--- src/rtl/baseline_pkg.sv ---
// Shared constants and types for the baseline tracker and its peak finder.
package baseline_pkg;

  localparam int ADC_W    = 14;
  localparam int BIN_AW   = 9;
  localparam int MAX_STEP = 8;

  typedef enum logic [2:0] {
    ST_ACCUM,
    ST_SETTLE,
    ST_SCAN,
    ST_DRAIN,
    ST_DECIDE
  } state_t;

  // Bin offset from the zero-offset bin, -255..+256.
  typedef logic signed [BIN_AW:0] offset_t;

endpackage

--- src/rtl/baseline_tracker_peak_finder.sv ---
// Streaming peak search over tagged histogram samples; the first bin holding
// the strictly largest count wins, so ties resolve to the lowest bin index.
module peak_finder
  import baseline_pkg::*;
(
  input  logic              clk,
  input  logic              rst,
  input  logic              clr_i,
  input  logic              vld_i,
  input  logic [BIN_AW-1:0] bin_i,
  input  logic [ADC_W-1:0]  count_i,
  output logic [BIN_AW-1:0] bin_o,
  output logic [ADC_W-1:0]  count_o
);

  logic [BIN_AW-1:0] bin_q, bin_d;
  logic [ADC_W-1:0]  count_q, count_d;

  always_comb begin
    bin_d   = bin_q;
    count_d = count_q;
    if (clr_i) begin
      bin_d   = '0;
      count_d = '0;
    end else if (vld_i && (count_i > count_q)) begin
      bin_d   = bin_i;
      count_d = count_i;
    end
  end

  always_ff @(posedge clk) begin
    if (rst) begin
      bin_q   <= '0;
      count_q <= '0;
    end else begin
      bin_q   <= bin_d;
      count_q <= count_d;
    end
  end

  assign bin_o   = bin_q;
  assign count_o = count_q;

endmodule

--- src/rtl/baseline_tracker.sv ---
// Baseline tracker: pauses the histogram, scans every bin for the mode and
// re-centres center_val. BASELINE_STEP_LIMIT_EN clamps each step to +/-MAX_STEP.
module baseline_tracker
  import baseline_pkg::*;
#(
  parameter int HALF_RANGE    = 255,
  parameter int UPDATE_PERIOD = 65536,
  parameter int SETTLE        = 2,
  parameter int READ_LAT      = 3,
  parameter int MIN_PEAK      = 16,
  parameter int INIT_CENTER   = 8192
) (
  input  logic              clk,
  input  logic              rst,
  input  logic              enable,
  input  logic [ADC_W-1:0]  q_b,
  output logic              pause,
  output logic [BIN_AW-1:0] rdaddr,
  output logic [ADC_W-1:0]  center_val,
  output logic [BIN_AW-1:0] peak_bin,
  output logic [ADC_W-1:0]  peak_count,
  output logic              update_valid,
  output logic              busy
);

  // state  | meaning
  // ACCUM  | histogram accumulating; period counter advances while enable
  // SETTLE | pause held so in-flight histogram writes land
  // SCAN   | rdaddr walks 0..511
  // DRAIN  | waiting for the last read to return
  // DECIDE | latch peak, apply center correction

  localparam int CNT_W = $clog2(UPDATE_PERIOD);
  localparam int TMR_W = 8;

  state_t            state_q, state_d;
  logic [CNT_W-1:0]  cnt_q, cnt_d;
  logic [TMR_W-1:0]  tmr_q, tmr_d;
  logic [BIN_AW-1:0] rdaddr_q, rdaddr_d;
  logic [ADC_W-1:0]  center_q, center_d;
  logic [BIN_AW-1:0] peak_bin_q, peak_bin_d;
  logic [ADC_W-1:0]  peak_count_q, peak_count_d;
  logic              upd_q, upd_d;
  logic              pf_clr;

  logic [READ_LAT-1:0] vld_pipe_q;
  logic [BIN_AW-1:0]   addr_pipe_q [READ_LAT];

  logic [BIN_AW-1:0]       pf_bin;
  logic [ADC_W-1:0]        pf_count;
  offset_t                 offset;
  logic signed [ADC_W+1:0] sum;
  logic [ADC_W-1:0]        center_sat;

  peak_finder u_peak (
    .clk    (clk),
    .rst    (rst),
    .clr_i  (pf_clr),
    .vld_i  (vld_pipe_q[READ_LAT-1]),
    .bin_i  (addr_pipe_q[READ_LAT-1]),
    .count_i(q_b),
    .bin_o  (pf_bin),
    .count_o(pf_count)
  );

  always_comb begin
    offset = offset_t'({1'b0, pf_bin}) - offset_t'(HALF_RANGE);
`ifdef BASELINE_STEP_LIMIT_EN
    if (offset > offset_t'(MAX_STEP)) begin
      offset = offset_t'(MAX_STEP);
    end else if (offset < -offset_t'(MAX_STEP)) begin
      offset = -offset_t'(MAX_STEP);
    end
`endif
    // Two guard bits: bit ADC_W+1 flags underflow, bit ADC_W flags overflow.
    sum = $signed({2'b00, center_q}) + (ADC_W+2)'(offset);
    if (sum[ADC_W+1]) begin
      center_sat = '0;
    end else if (sum[ADC_W]) begin
      center_sat = '1;
    end else begin
      center_sat = sum[ADC_W-1:0];
    end
  end

  always_comb begin
    state_d      = state_q;
    cnt_d        = cnt_q;
    tmr_d        = tmr_q;
    rdaddr_d     = rdaddr_q;
    center_d     = center_q;
    peak_bin_d   = peak_bin_q;
    peak_count_d = peak_count_q;
    upd_d        = 1'b0;
    pf_clr       = 1'b0;
    case (state_q)
      ST_ACCUM: begin
        if (enable) begin
          if (cnt_q == CNT_W'(UPDATE_PERIOD-1)) begin
            state_d = ST_SETTLE;
            cnt_d   = '0;
            tmr_d   = TMR_W'(SETTLE-1);
            pf_clr  = 1'b1;
          end else begin
            cnt_d = cnt_q + CNT_W'(1);
          end
        end
      end
      ST_SETTLE: begin
        if (tmr_q == '0) begin
          state_d  = ST_SCAN;
          rdaddr_d = '0;
        end else begin
          tmr_d = tmr_q - TMR_W'(1);
        end
      end
      ST_SCAN: begin
        if (rdaddr_q == '1) begin
          state_d  = ST_DRAIN;
          rdaddr_d = '0;
          tmr_d    = TMR_W'(READ_LAT-1);
        end else begin
          rdaddr_d = rdaddr_q + BIN_AW'(1);
        end
      end
      ST_DRAIN: begin
        if (tmr_q == '0) begin
          state_d = ST_DECIDE;
        end else begin
          tmr_d = tmr_q - TMR_W'(1);
        end
      end
      ST_DECIDE: begin
        peak_bin_d   = pf_bin;
        peak_count_d = pf_count;
        upd_d        = 1'b1;
        if (pf_count >= ADC_W'(MIN_PEAK)) begin
          center_d = center_sat;
        end
        state_d = ST_ACCUM;
        cnt_d   = '0;
      end
      default: state_d = ST_ACCUM;
    endcase
  end

  always_ff @(posedge clk) begin
    if (rst) begin
      state_q      <= ST_ACCUM;
      cnt_q        <= '0;
      tmr_q        <= '0;
      rdaddr_q     <= '0;
      center_q     <= ADC_W'(INIT_CENTER);
      peak_bin_q   <= '0;
      peak_count_q <= '0;
      upd_q        <= 1'b0;
    end else begin
      state_q      <= state_d;
      cnt_q        <= cnt_d;
      tmr_q        <= tmr_d;
      rdaddr_q     <= rdaddr_d;
      center_q     <= center_d;
      peak_bin_q   <= peak_bin_d;
      peak_count_q <= peak_count_d;
      upd_q        <= upd_d;
    end
  end

  // Valid tag travels with its address so each q_b sample pairs with its bin.
  always_ff @(posedge clk) begin
    if (rst) begin
      vld_pipe_q <= '0;
    end else begin
      vld_pipe_q[0] <= (state_q == ST_SCAN);
      for (int i = 1; i < READ_LAT; i++) begin
        vld_pipe_q[i] <= vld_pipe_q[i-1];
      end
    end
  end

  always_ff @(posedge clk) begin
    addr_pipe_q[0] <= rdaddr_q;
    for (int i = 1; i < READ_LAT; i++) begin
      addr_pipe_q[i] <= addr_pipe_q[i-1];
    end
  end

  assign pause        = (state_q != ST_ACCUM);
  assign busy         = (state_q != ST_ACCUM);
  assign rdaddr       = rdaddr_q;
  assign center_val   = center_q;
  assign peak_bin     = peak_bin_q;
  assign peak_count   = peak_count_q;
  assign update_valid = upd_q;

endmodule
--- config.mk ---
export PLATFORM = sky130hd
export DESIGN_NAME = baseline_tracker
export DESIGN_NICKNAME = d
export VERILOG_FILES = /design/src/rtl/baseline_pkg.sv /design/src/rtl/baseline_tracker_peak_finder.sv /design/src/rtl/baseline_tracker.sv
export SDC_FILE = /design/constraint.sdc
export NUM_CORES = 1
export LEC_CHECK = 0
export ABC_CLOCK_PERIOD_IN_PS = 6400
export BUFFER_PORTS_ARGS = -buffer_cell sky130_fd_sc_hd__buf_2
export CORE_MARGIN = 3
export CORE_UTILIZATION = 45
export CTS_CLUSTER_DIAMETER = 200
export DETAILED_ROUTE_END_ITERATION = 6
export PLACE_DENSITY = 0.75
export SLEW_MARGIN = 10
export SYNTH_ARGS = -nofsm -noshare
export SYNTH_HDL_FRONTEND = slang
export SYNTH_SLANG_ARGS = --single-unit
export TNS_END_PERCENT = 20
--- constraint.sdc ---
create_clock -name clk -period 6.4 [get_ports clk]
set_input_delay 1.28 -clock clk [delete_from_list [all_inputs] [get_ports clk]]
set_output_delay 1.28 -clock clk [all_outputs]
set_load 0.005 [all_outputs]
==> flow_summary.yaml <==
critical_path:
  end_kind: "register"
  cp_data_required_time_ns: 6.73
  r2r_slack_ns: 2.40
  critPathMaxFanout: 14
  arrival_ns: 4.33
  timing.rr.end: "center_val[9]$_SDFFE_PP0P_"
  worst-setup-path-type: "reg2reg"
  cp-startpoint: "u_peak.bin_o[3]$_SDFFE_PP0P_"
  r2r_cells: 10
  critPathLaunchType: "register"
  r2r_start: "u_peak.bin_o[3]$_SDFFE_PP0P_"
  endpoint: "center_val[9]$_SDFFE_PP0P_"
sta:
  period_minus_slack_ns: 4.00
  drv_slew: 0
  max_slew_margin_pct: 29.7
  timing.final.crit_share_pct: 62.5
  rsz0062_at_grt: "false"
  finClkSkew_ns: 0.00497
  finalSetupViolations: 0
  worst_slew_pin_slew_ns: 1.05
  timing.setup.tns_ns: 0
  holdWs_ns: 0.324
  clock.fmax_mhz: 250
  hold_viol: 0
final_layout:
  finalNonFillerCells: 893
  final_cell_mix: "dfxtp_1, nand2_1, nor2_1, buf_2, a21oi_1"
  design_area_mm2: 0.00690
  fin_nets: 765
  layout-drive-gt1-share_pct: 15.3
  antenna_cells: 0
  final_common_cell: "dfxtp_1"
  area_growth_pct: 19.3
route:
  remaining_drc_errors: 0
  via_per_inst: 5.37
  ant_nets: 0
  wl_per_cell_um: 14.1
  num_vias: 4799
  dr.pass1.iters: 5
  wl_um: 12600
  drt_iter0_markers: 372
power:
  combPwrFrac_pct: 1.9
  internal-power_mw: 1.54
  power_frac_clock_pct: 56.3
  switchingPower_mw: 0.357
  powerDensity_mw_per_mm2: 274
  ir_drop_v: 0.000170
  p_leak_nw: 2.97
  total_power_mw: 1.89
  seqPwrFrac_pct: 41.9
  switching_share_pct: 18.9
hold_path:
  hold_path.startpoint: "addr_pipe_q[1][8]$_DFF_P_"
  whs_path_depth: 0
  hold_class: "reg2reg"
global_routing:
  globalRouteMet1Util_pct: 22.7
  antenna_found_initial: 0
  grt_overflow_total: 0
  grt_pass1_wl_um: 21300
  grt.total_usage_pct: 18.1
  grt_pass1_vias: 4522
  grt_max_degree: 69
  grtUsageMet3_pct: 4.75
  grt-busiest-layer: "met2"
  use_met2_pct: 29.8
place:
  numPortBuffers: 65
  dp_hpwl_um: 8700
  dp_cells: 861
  gp_congestion: 0.884
  placed_area_mm2: 0.00623
floorplanning:
  ios: 66
  num_rows: 40
  die_height_um: 119
  start_util_pct: 47.0
  die_x_um: 119
  dieArea_mm2: 0.0143
  core_mm2: 0.0123
clock_network:
  clock-sinks: 127
  clkLatencyLatePin_ns: 0.41
  root_buffer: "clkbuf_16"
  cts_resized: 0
  cts_tree: "done"
  clock_tree.buffer_depth: 2
  cts_hold_buf: 0
  h-tree-depth: 4
  clk_pin_slew_worst_paths_ns: 0.05
  postCtsSetupBuffers: 0
  cts_made_buffers: 17
synth:
  ys_seq_elements: 127
  ys.flop_type: "dfxtp_1"
  synth_area_leader_cell: "dfxtp_1"
  async_flop_share_pct: 0
  ys_seq_area_share_pct: 43.9
  synth_top_area_share_pct: 43.9
  postSynthAreaPerCell_um2: 8.88
  ys_types: 55
  syn_inst: 652
  syn_nets: 705
  synth_edf_count: 0
  synthTopCellsByArea: "dfxtp_1, ha_1, nand2_1"
  synth_warnings: 0
  synth_area_mm2: 0.00579
outcome:
  status: "finished, final reports clean"
job:
  maxCapViolCount: 0
## worst min-delay path by stage
stage | endpoint | slack (ns)
after floorplan | addr_pipe_q[1][0]$_DFF_P_ | 0.31
after global placement | addr_pipe_q[2][5]$_DFF_P_ | 0.31
after detailed placement | addr_pipe_q[2][8]$_DFF_P_ | 0.31
after CTS | addr_pipe_q[2][2]$_DFF_P_ | 0.32
after global routing | addr_pipe_q[2][2]$_DFF_P_ | 0.33
final | addr_pipe_q[2][8]$_DFF_P_ | 0.32
## routing by layer
metal,vias up,part of all wire [%]
met2,122,48
met1,2251,45
met3,24,5.2
met4,0,1.9
li1,2402,-
met5,-,0
## Yosys cell counts (2+ instances only)
cell type / instances
a2111oi_0: 2
a211oi_1: 7
a21o_1: 9
a21oi_1: 61
a22oi_1: 2
a311oi_1: 8
a31oi_1: 6
a41oi_1: 3
and2_1: 4
and3_1: 9
and4_1: 3
buf_1: 3
buf_2: 7
buf_4: 2
clkbuf_1: 15
dfxtp_1: 127
ha_1: 35
inv_1: 26
mux2i_1: 24
nand2_1: 85
nand2b_1: 8
nand3_1: 9
nand3b_1: 2
nand4_1: 11
nor2_1: 65
nor2b_1: 7
nor3_1: 11
nor4_1: 5
nor4b_1: 2
nor4b_4: 2
o211ai_1: 4
o21a_1: 3
o21ai_0: 28
o22ai_1: 3
or3_1: 4
xnor2_1: 22
xor2_1: 10
## logic make-up (layout without fill, tap and decap cells)
group	Yosys count	in the layout	synth area share, %
xor gates and xnor gates	32	32	4.84
AOI/OAI and AO/OA	143	143	15.1
adders and majority gates	36	36	7.91
and+or+nand+nor	234	234	19.6
DFF	127	127	43.9
buffers and inverters	54	127	3.78
muxes	26	26	4.78
## stage by stage
step	setup slack, ns	util (%)
3_3_place_gp	2.61	50.6
5_1_grt	2.03	56.1
3_5_place_dp	2.50	50.6
2_1_floorplan	3.25	-
6_report	2.40	56.1
4_1_cts	2.47	56.0
## area by class of cell
class                           instances  area [µm²]
Clock buffer                           23         488
Clock inverter                          9         179
Fill cell                            1089        5410
Inverter                               27         101
Multi-Input combinational cell        471        3040
Sequential cell                       127        2540
Tap cell                              168         210
Timing Repair Buffer                   68         348
## power groups by stage
stage          sequential (mW)  combinational (mW)  clock [mW]
3_3_place_gp             0.810              0.0342           0
6_report                 0.793              0.0355        1.07
2_1_floorplan            0.810              0.0228           0
5_1_grt                  0.793              0.0402        1.12
4_1_cts                  0.793              0.0355        1.08
3_5_place_dp             0.810              0.0352           0
## state kept, by name, indices dropped and copies added, names as in the netlist
signal and cells:
center_val 14, state_q 3, cnt_q 16, peak_count 14, vld_pipe_q 3, u_peak.count_o 14
peak_bin 9, addr_pipe_q 27, u_peak.bin_o 9, rdaddr 9, update_valid 1, tmr_q 8
## critical path: stages, from the launching register on
cell and delay, ns:
dfxtp_1 0.34, and2_1 0.20, and4_1 0.24, a41oi_1 0.72, ha_1 0.37, o21ai_0 0.16, a2111oi_0 0.44, o22ai_1 0.17
xnor2_1 0.84, o21ai_0 0.22, a21oi_1 0.20
Note: power is estimated with default switching activity, not from simulation.
